===== src/rtl/pipe_stage_skid.sv =====
// ---------------------------------------------------------------------------
// pipe_stage_skid
//
// Parametrised pipeline-stage register with a valid/ready handshake. It sits
// between pipeline stages such as decode/execute/memory. The payload has
// three fields:
//   data : datapath field, zeroed on flush
//   ctrl : control field, zeroed on flush (an all-zero ctrl is a bubble)
//   keep : field preserved through flush (e.g. the PC), reloaded from input
//
// With SKID=1 a second (skid) register lets in_ready_o come straight from a
// flop. With SKID=0 there is a single register, and ready is computed
// combinationally from the downstream ready.
//
// Ports:
//   sys_clk      : clock, all state updates on the rising edge
//   sys_start    : asynchronous active-low reset
//   flush_i      : synchronous flush, drops the stage contents
//   in_valid_i   : upstream entry valid
//   in_ready_o   : stage can accept an entry this cycle
//   in_data_i    : upstream data field   [DATA_W]
//   in_ctrl_i    : upstream control field [CTRL_W]
//   in_keep_i    : upstream keep field   [KEEP_W]
//   out_valid_o  : downstream entry valid
//   out_ready_i  : downstream accepts the entry
//   out_data_o   : head data field
//   out_ctrl_o   : head control field
//   out_keep_o   : head keep field
//   occupancy_o  : entries held (0..2, at most 1 when SKID=0)
//   stall_cnt_o  : saturating count of cycles with out_valid_o & ~out_ready_i
// ---------------------------------------------------------------------------
module pipe_stage_skid #(
    parameter int DATA_W = 128,
    parameter int CTRL_W = 16,
    parameter int KEEP_W = 32,
    parameter int SKID   = 1,
    parameter int CNT_W  = 16
) (
    input  logic              sys_clk,
    input  logic              sys_start,
    input  logic              flush_i,
    input  logic              in_valid_i,
    output logic              in_ready_o,
    input  logic [DATA_W-1:0] in_data_i,
    input  logic [CTRL_W-1:0] in_ctrl_i,
    input  logic [KEEP_W-1:0] in_keep_i,
    output logic              out_valid_o,
    input  logic              out_ready_i,
    output logic [DATA_W-1:0] out_data_o,
    output logic [CTRL_W-1:0] out_ctrl_o,
    output logic [KEEP_W-1:0] out_keep_o,
    output logic [1:0]        occupancy_o,
    output logic [CNT_W-1:0]  stall_cnt_o
);

    typedef enum logic [1:0] {
        EMPTY = 2'd0,
        ONE   = 2'd1,
        TWO   = 2'd2
    } state_t;

    localparam logic [CNT_W-1:0] CNT_MAX = '1;

    state_t state_q;
    state_t state_d;

    // Main register M drives the outputs; skid register S holds the second entry.
    logic [DATA_W-1:0] m_data_q;
    logic [CTRL_W-1:0] m_ctrl_q;
    logic [KEEP_W-1:0] m_keep_q;
    logic [DATA_W-1:0] s_data_q;
    logic [CTRL_W-1:0] s_ctrl_q;
    logic [KEEP_W-1:0] s_keep_q;

    logic             in_ready_q;
    logic             out_valid_q;
    logic [1:0]       occ_q;
    logic [CNT_W-1:0] stall_q;

    logic in_xfer;
    logic out_xfer;
    logic load_m_in;
    logic load_s;
    logic load_m_skid;

    // in_ready_q is 1 in EMPTY/ONE and 0 in TWO. It is also 0 during reset
    // and stays 0 until the first edge after release.
    // Without a skid buffer, the registered term only gates the reset period.
    // Ready then follows downstream ready combinationally.
    assign in_ready_o = (SKID != 0) ? in_ready_q
                                    : (in_ready_q & (~out_valid_q | out_ready_i));

    assign in_xfer  = in_valid_i  & in_ready_o  & ~flush_i;
    assign out_xfer = out_valid_q & out_ready_i & ~flush_i;

    always_comb begin
        state_d     = state_q;
        load_m_in   = 1'b0;
        load_s      = 1'b0;
        load_m_skid = 1'b0;
        if (flush_i) begin
            state_d = EMPTY;
        end else begin
            case (state_q)
                EMPTY: begin
                    if (in_xfer) begin
                        load_m_in = 1'b1;
                        state_d   = ONE;
                    end
                end
                ONE: begin
                    // With SKID=0, ready in ONE requires out_ready_i.
                    // An in-only transfer therefore cannot happen there.
                    if (in_xfer && out_xfer) begin
                        load_m_in = 1'b1;
                    end else if (in_xfer && (SKID != 0)) begin
                        load_s  = 1'b1;
                        state_d = TWO;
                    end else if (out_xfer) begin
                        state_d = EMPTY;
                    end
                end
                TWO: begin
                    if (out_xfer) begin
                        load_m_skid = 1'b1;
                        state_d     = ONE;
                    end
                end
                default: state_d = EMPTY;
            endcase
        end
    end

    // On a flush, data and ctrl are zeroed to form a bubble.
    // The keep field is reloaded from the input, so the flushed PC stays visible.
    // The skid entry is simply discarded.
    always_ff @(posedge sys_clk or negedge sys_start) begin
        if (!sys_start) begin
            state_q     <= EMPTY;
            m_data_q    <= '0;
            m_ctrl_q    <= '0;
            m_keep_q    <= '0;
            s_data_q    <= '0;
            s_ctrl_q    <= '0;
            s_keep_q    <= '0;
            in_ready_q  <= 1'b0;
            out_valid_q <= 1'b0;
            occ_q       <= 2'd0;
        end else begin
            state_q     <= state_d;
            in_ready_q  <= (state_d != TWO);
            out_valid_q <= (state_d != EMPTY);
            case (state_d)
                ONE:     occ_q <= 2'd1;
                TWO:     occ_q <= 2'd2;
                default: occ_q <= 2'd0;
            endcase
            if (flush_i) begin
                m_data_q <= '0;
                m_ctrl_q <= '0;
                m_keep_q <= in_keep_i;
                s_data_q <= '0;
                s_ctrl_q <= '0;
                s_keep_q <= '0;
            end else begin
                if (load_m_in) begin
                    m_data_q <= in_data_i;
                    m_ctrl_q <= in_ctrl_i;
                    m_keep_q <= in_keep_i;
                end else if (load_m_skid) begin
                    m_data_q <= s_data_q;
                    m_ctrl_q <= s_ctrl_q;
                    m_keep_q <= s_keep_q;
                end
                if (load_s) begin
                    s_data_q <= in_data_i;
                    s_ctrl_q <= in_ctrl_i;
                    s_keep_q <= in_keep_i;
                end
            end
        end
    end

    // The stall counter is cleared only by reset.
    // It saturates at its maximum value instead of wrapping.
    always_ff @(posedge sys_clk or negedge sys_start) begin
        if (!sys_start) begin
            stall_q <= '0;
        end else if (out_valid_q && !out_ready_i && !flush_i && (stall_q != CNT_MAX)) begin
            stall_q <= stall_q + 1'b1;
        end
    end

    assign out_valid_o = out_valid_q;
    assign out_data_o  = m_data_q;
    assign out_ctrl_o  = m_ctrl_q;
    assign out_keep_o  = m_keep_q;
    assign occupancy_o = occ_q;
    assign stall_cnt_o = stall_q;

endmodule


===== config.mk =====
export PLATFORM = sky130hd
export DESIGN_NAME = pipe_stage_skid
export DESIGN_NICKNAME = d
export VERILOG_FILES = /design/src/rtl/pipe_stage_skid.sv
export SDC_FILE = /design/constraint.sdc
export NUM_CORES = 1
export LEC_CHECK = 0
export CORE_ASPECT_RATIO = 0.8
export CORE_MARGIN = 2
export CORE_UTILIZATION = 35
export DETAILED_ROUTE_END_ITERATION = 7
export PLACE_DENSITY = 0.65
export SKIP_LAST_GASP = 1
export SYNTH_ARGS = -nofsm -noshare
export SYNTH_HDL_FRONTEND = slang
export SYNTH_SLANG_ARGS = --single-unit

===== constraint.sdc =====
create_clock -name sys_clk -period 4.3 [get_ports sys_clk]
set_input_delay 0.645 -clock sys_clk [delete_from_list [all_inputs] [get_ports sys_clk]]
set_output_delay 0.645 -clock sys_clk [all_outputs]
set_load 0.1 [all_outputs]

==> results.sh <==
export IMPL_clkTransAtPathRegs_ns=0.06
export IMPL_register_area_sq_mm=0.00936
export IMPL_vias=13100
export IMPL_coreArea_sq_mm=0.0455
export IMPL_utilization=0.475
export IMPL_dp_hpwl_mm=28.5
export IMPL_setup_viol=0
export IMPL_cts_tree="yes"
export IMPL_setup_tns_ns=0
export IMPL_vdd_ir_drop_worst_mv=0.356
export IMPL_antenna_found_initial=2
export IMPL_slew_viol_final=0
export IMPL_num_nets_final=2146
export IMPL_worstHoldPathType="primary input to asynchronous set/reset pin"
export IMPL_io_pins=377
export IMPL_cap_violations=0
export IMPL_path_max_fanout=6
export IMPL_num_rows=70
export IMPL_grt_max_degree=177
export IMPL_netlist_instances=1639
export IMPL_drc=0
export IMPL_slew_headroom=0.208
export IMPL_die_y_um=195
export IMPL_crit_type="flip-flop to output port"
export IMPL_root_buffer="clkbuf_16"
export IMPL_grt_ovfl_total=0
export IMPL_p_leak_nw=10.1
export IMPL_via_per_inst=5.02
export IMPL_drive_gt1_frac=0.0497
export IMPL_crit_required_ns=3.65
export IMPL_die_width_um=243
export IMPL_cp_cell_sequence="clkdlybuf4s50_1"
export IMPL_grt_usage=0.189
export IMPL_cts_max_path_buffers=3
export IMPL_place_congestion=0.802
export IMPL_drt_pass1_iterations=5
export IMPL_drt_wl_total_mm=45.6
export IMPL_fillers=4134
export IMPL_synth_distinct_cells=43
export IMPL_post_cts_setup_buffers=0
export IMPL_tightest_slew_ns=1.18
export IMPL_critPathCaptureType="output port"
export IMPL_syn_nets=1821
export IMPL_port_buffers=376
export IMPL_die_area_sq_mm=0.0475
export IMPL_avgSynthCellArea_sq_um=9.78
export IMPL_fin_ws_ns=1.45
export IMPL_htreeDepth=2
export IMPL_rsz0062_at_grt="no"
export IMPL_clock_fmax_ghz=0.351
export IMPL_clock_latency_ns=0.55
export IMPL_drt_wirelength_per_cell_um=17.5
export IMPL_initial_core_util=0.353
export IMPL_synthArstFlopShare=1.00
export IMPL_cp_slowest_cell="clkdlybuf4s50_1"
export IMPL_power_per_cell_area_mw_per_mm2=460
export IMPL_multi_input_area_sq_mm=0.00602
export IMPL_critPathBufInv=1
export IMPL_ys_flop_type="dfrtp_1"
export IMPL_hold_viol_final=0
export IMPL_max_stage_delay_ns=1.18
export IMPL_synth_seq_cells=374
export IMPL_status="finished, final reports clean"
export IMPL_cp_top_family="buffers and inverters"
export IMPL_fin_crit_ns=2.85
export IMPL_arrival_ns=2.20
export IMPL_period_share=0.662
export IMPL_netlist_area_sq_mm=0.0160
export IMPL_r2r_slack_ns=1.83
export IMPL_cts_buffers=41
export IMPL_place_ws_ns=1.08
export IMPL_grt_pass1_vias=12800
export IMPL_area_delta_synth_final_pct=34.7
export IMPL_p_total_mw=9.93
export IMPL_grt_pass1_wl_mm=72.9
export IMPL_cts_sinks=374
export IMPL_fin_skew_ns=0.0148
export IMPL_synth_edf_count=0
export IMPL_ant_nets=0
export IMPL_ctsResizeCount=0
export IMPL_worstSetupStartpointType="flip-flop"
export IMPL_first_iter_violations=902
export IMPL_ys_warn_count=0
export IMPL_ys_seq_area_frac=0.584
export IMPL_hold_buffers=0
layout make-up:
| class | count | area share |
|---|---|---|
| clock inverters | 9 | 0.00365 |
| well taps | 612 | 0.0355 |
| inverters | 4 | 0.000927 |
| flip-flops and latches | 374 | 0.433 |
| repair buffers | 401 | 0.191 |
| multi-input cells | 1142 | 0.279 |
| diodes | 1 | 0.000116 |
| clock buffers | 60 | 0.0568 |
through the flow:
stage / cells / hold WS, ns / instance area, sq um
2_1_floorplan: 1639 / 0.349 / 16000
6_report: 2603 / 0.157 / 21600
3_3_place_gp: 2533 / 0.476 / 20300
3_5_place_dp: 2533 / 0.484 / 20300
5_1_grt: 2602 / 0.231 / 21600
4_1_cts: 2602 / 0.208 / 21600
power breakdown:
| group | switching [mW] | leakage, nW | internal (mW) | total (mW) |
|---|---|---|---|---|
| Sequential | 0.170 | 5.03 | 3.78 | 3.95 |
| Combinational | 1.91 | 4.45 | 0.636 | 2.55 |
| Clock | 1.41 | 0.644 | 2.03 | 3.43 |
| Total | 3.49 | 10.1 | 6.44 | 9.93 |
cells in the mapped netlist, types with 2 or more instances:
master	count	area [sq um]
nand2_1	543	2040
nor4_1	3	18.8
dfrtp_1	374	9360
nor3_1	5	25.0
clkbuf_1	58	218
a31oi_1	9	56.3
inv_1	3	11.3
o21ai_0	255	1280
xnor2_1	2	17.5
and3_1	4	25.0
nor2b_1	2	12.5
buf_4	8	60.1
xor2_1	13	114
nand3_1	25	125
a22oi_1	23	173
buf_6	20	225
mux2i_1	145	1450
and2_1	2	12.5
a21oi_1	4	20.0
buf_1	3	11.3
nor3b_1	4	30.0
nand4_1	5	31.3
o21ai_1	66	330
clkbuf_2	8	40.0
nor2_1	17	63.8
buf_2	21	105
placed cells by master (no fill, tap or decap), types with 2 or more instances in the layout:
| master | n |
|---|---|
| clkinv_2 | 5 |
| xor2_1 | 13 |
| and2_1 | 2 |
| nor3_4 | 2 |
| o21ai_0 | 255 |
| buf_12 | 13 |
| a22oi_1 | 23 |
| nor3b_1 | 4 |
| nor2_1 | 17 |
| xnor2_1 | 2 |
| dfrtp_1 | 374 |
| nor2b_1 | 2 |
| clkbuf_8 | 13 |
| clkinvlp_4 | 2 |
| nor3_1 | 5 |
| mux2i_1 | 145 |
| clkdlybuf4s50_1 | 375 |
| nand3_1 | 24 |
| clkbuf_1 | 6 |
| nor4_1 | 3 |
| clkbuf_16 | 41 |
| a21oi_1 | 3 |
| and3_1 | 4 |
| inv_1 | 3 |
| nand4_1 | 5 |
| o21ai_1 | 65 |
| a31oi_1 | 9 |
| buf_4 | 12 |
| nand2_1 | 543 |
state kept, by name, summed over array words and instances (netlist names), 16 cells and up:
register,count
s_data_q,128
out_ctrl_o,16
s_ctrl_q,16
stall_cnt_o,16
s_keep_q,32
out_keep_o,32
out_data_o,128
layer usage:
layer | global-route usage | wire [um]
met1 | 0.262 | 20200
met2 | 0.291 | 20700
met3 | 0.0592 | 3990
met4 | 0.0450 | 678
met5 | 0 | 13
worst paths after layout:
| kind | start | to | depth (start not counted) |
|---|---|---|---|
| hold / removal | sys_start | s_ctrl_q[3] | 1 |
| hold reg to reg | out_keep_o[29] | out_keep_o[29] | 2 |
| setup / recovery | stall_cnt_o[8] | stall_cnt_o[8] | 1 |
| min in group sys_clk | out_keep_o[29] | out_keep_o[29] | 2 |
| setup reg to reg | state_q[1] | out_data_o[81] | 4 |
| max in group asynchronous | sys_start | out_data_o[67] | 2 |
logic make-up after synthesis:
kind of cell    Yosys count  synth area share
mux                     146            0.0913
flops                   374             0.584
compound gates          361             0.118
fa+ha+maj                 1          0.000781
simple gates            619             0.155
buf+inv                 123            0.0430
xor+xnor                 15           0.00820
(Power assumes the default switching activity.)
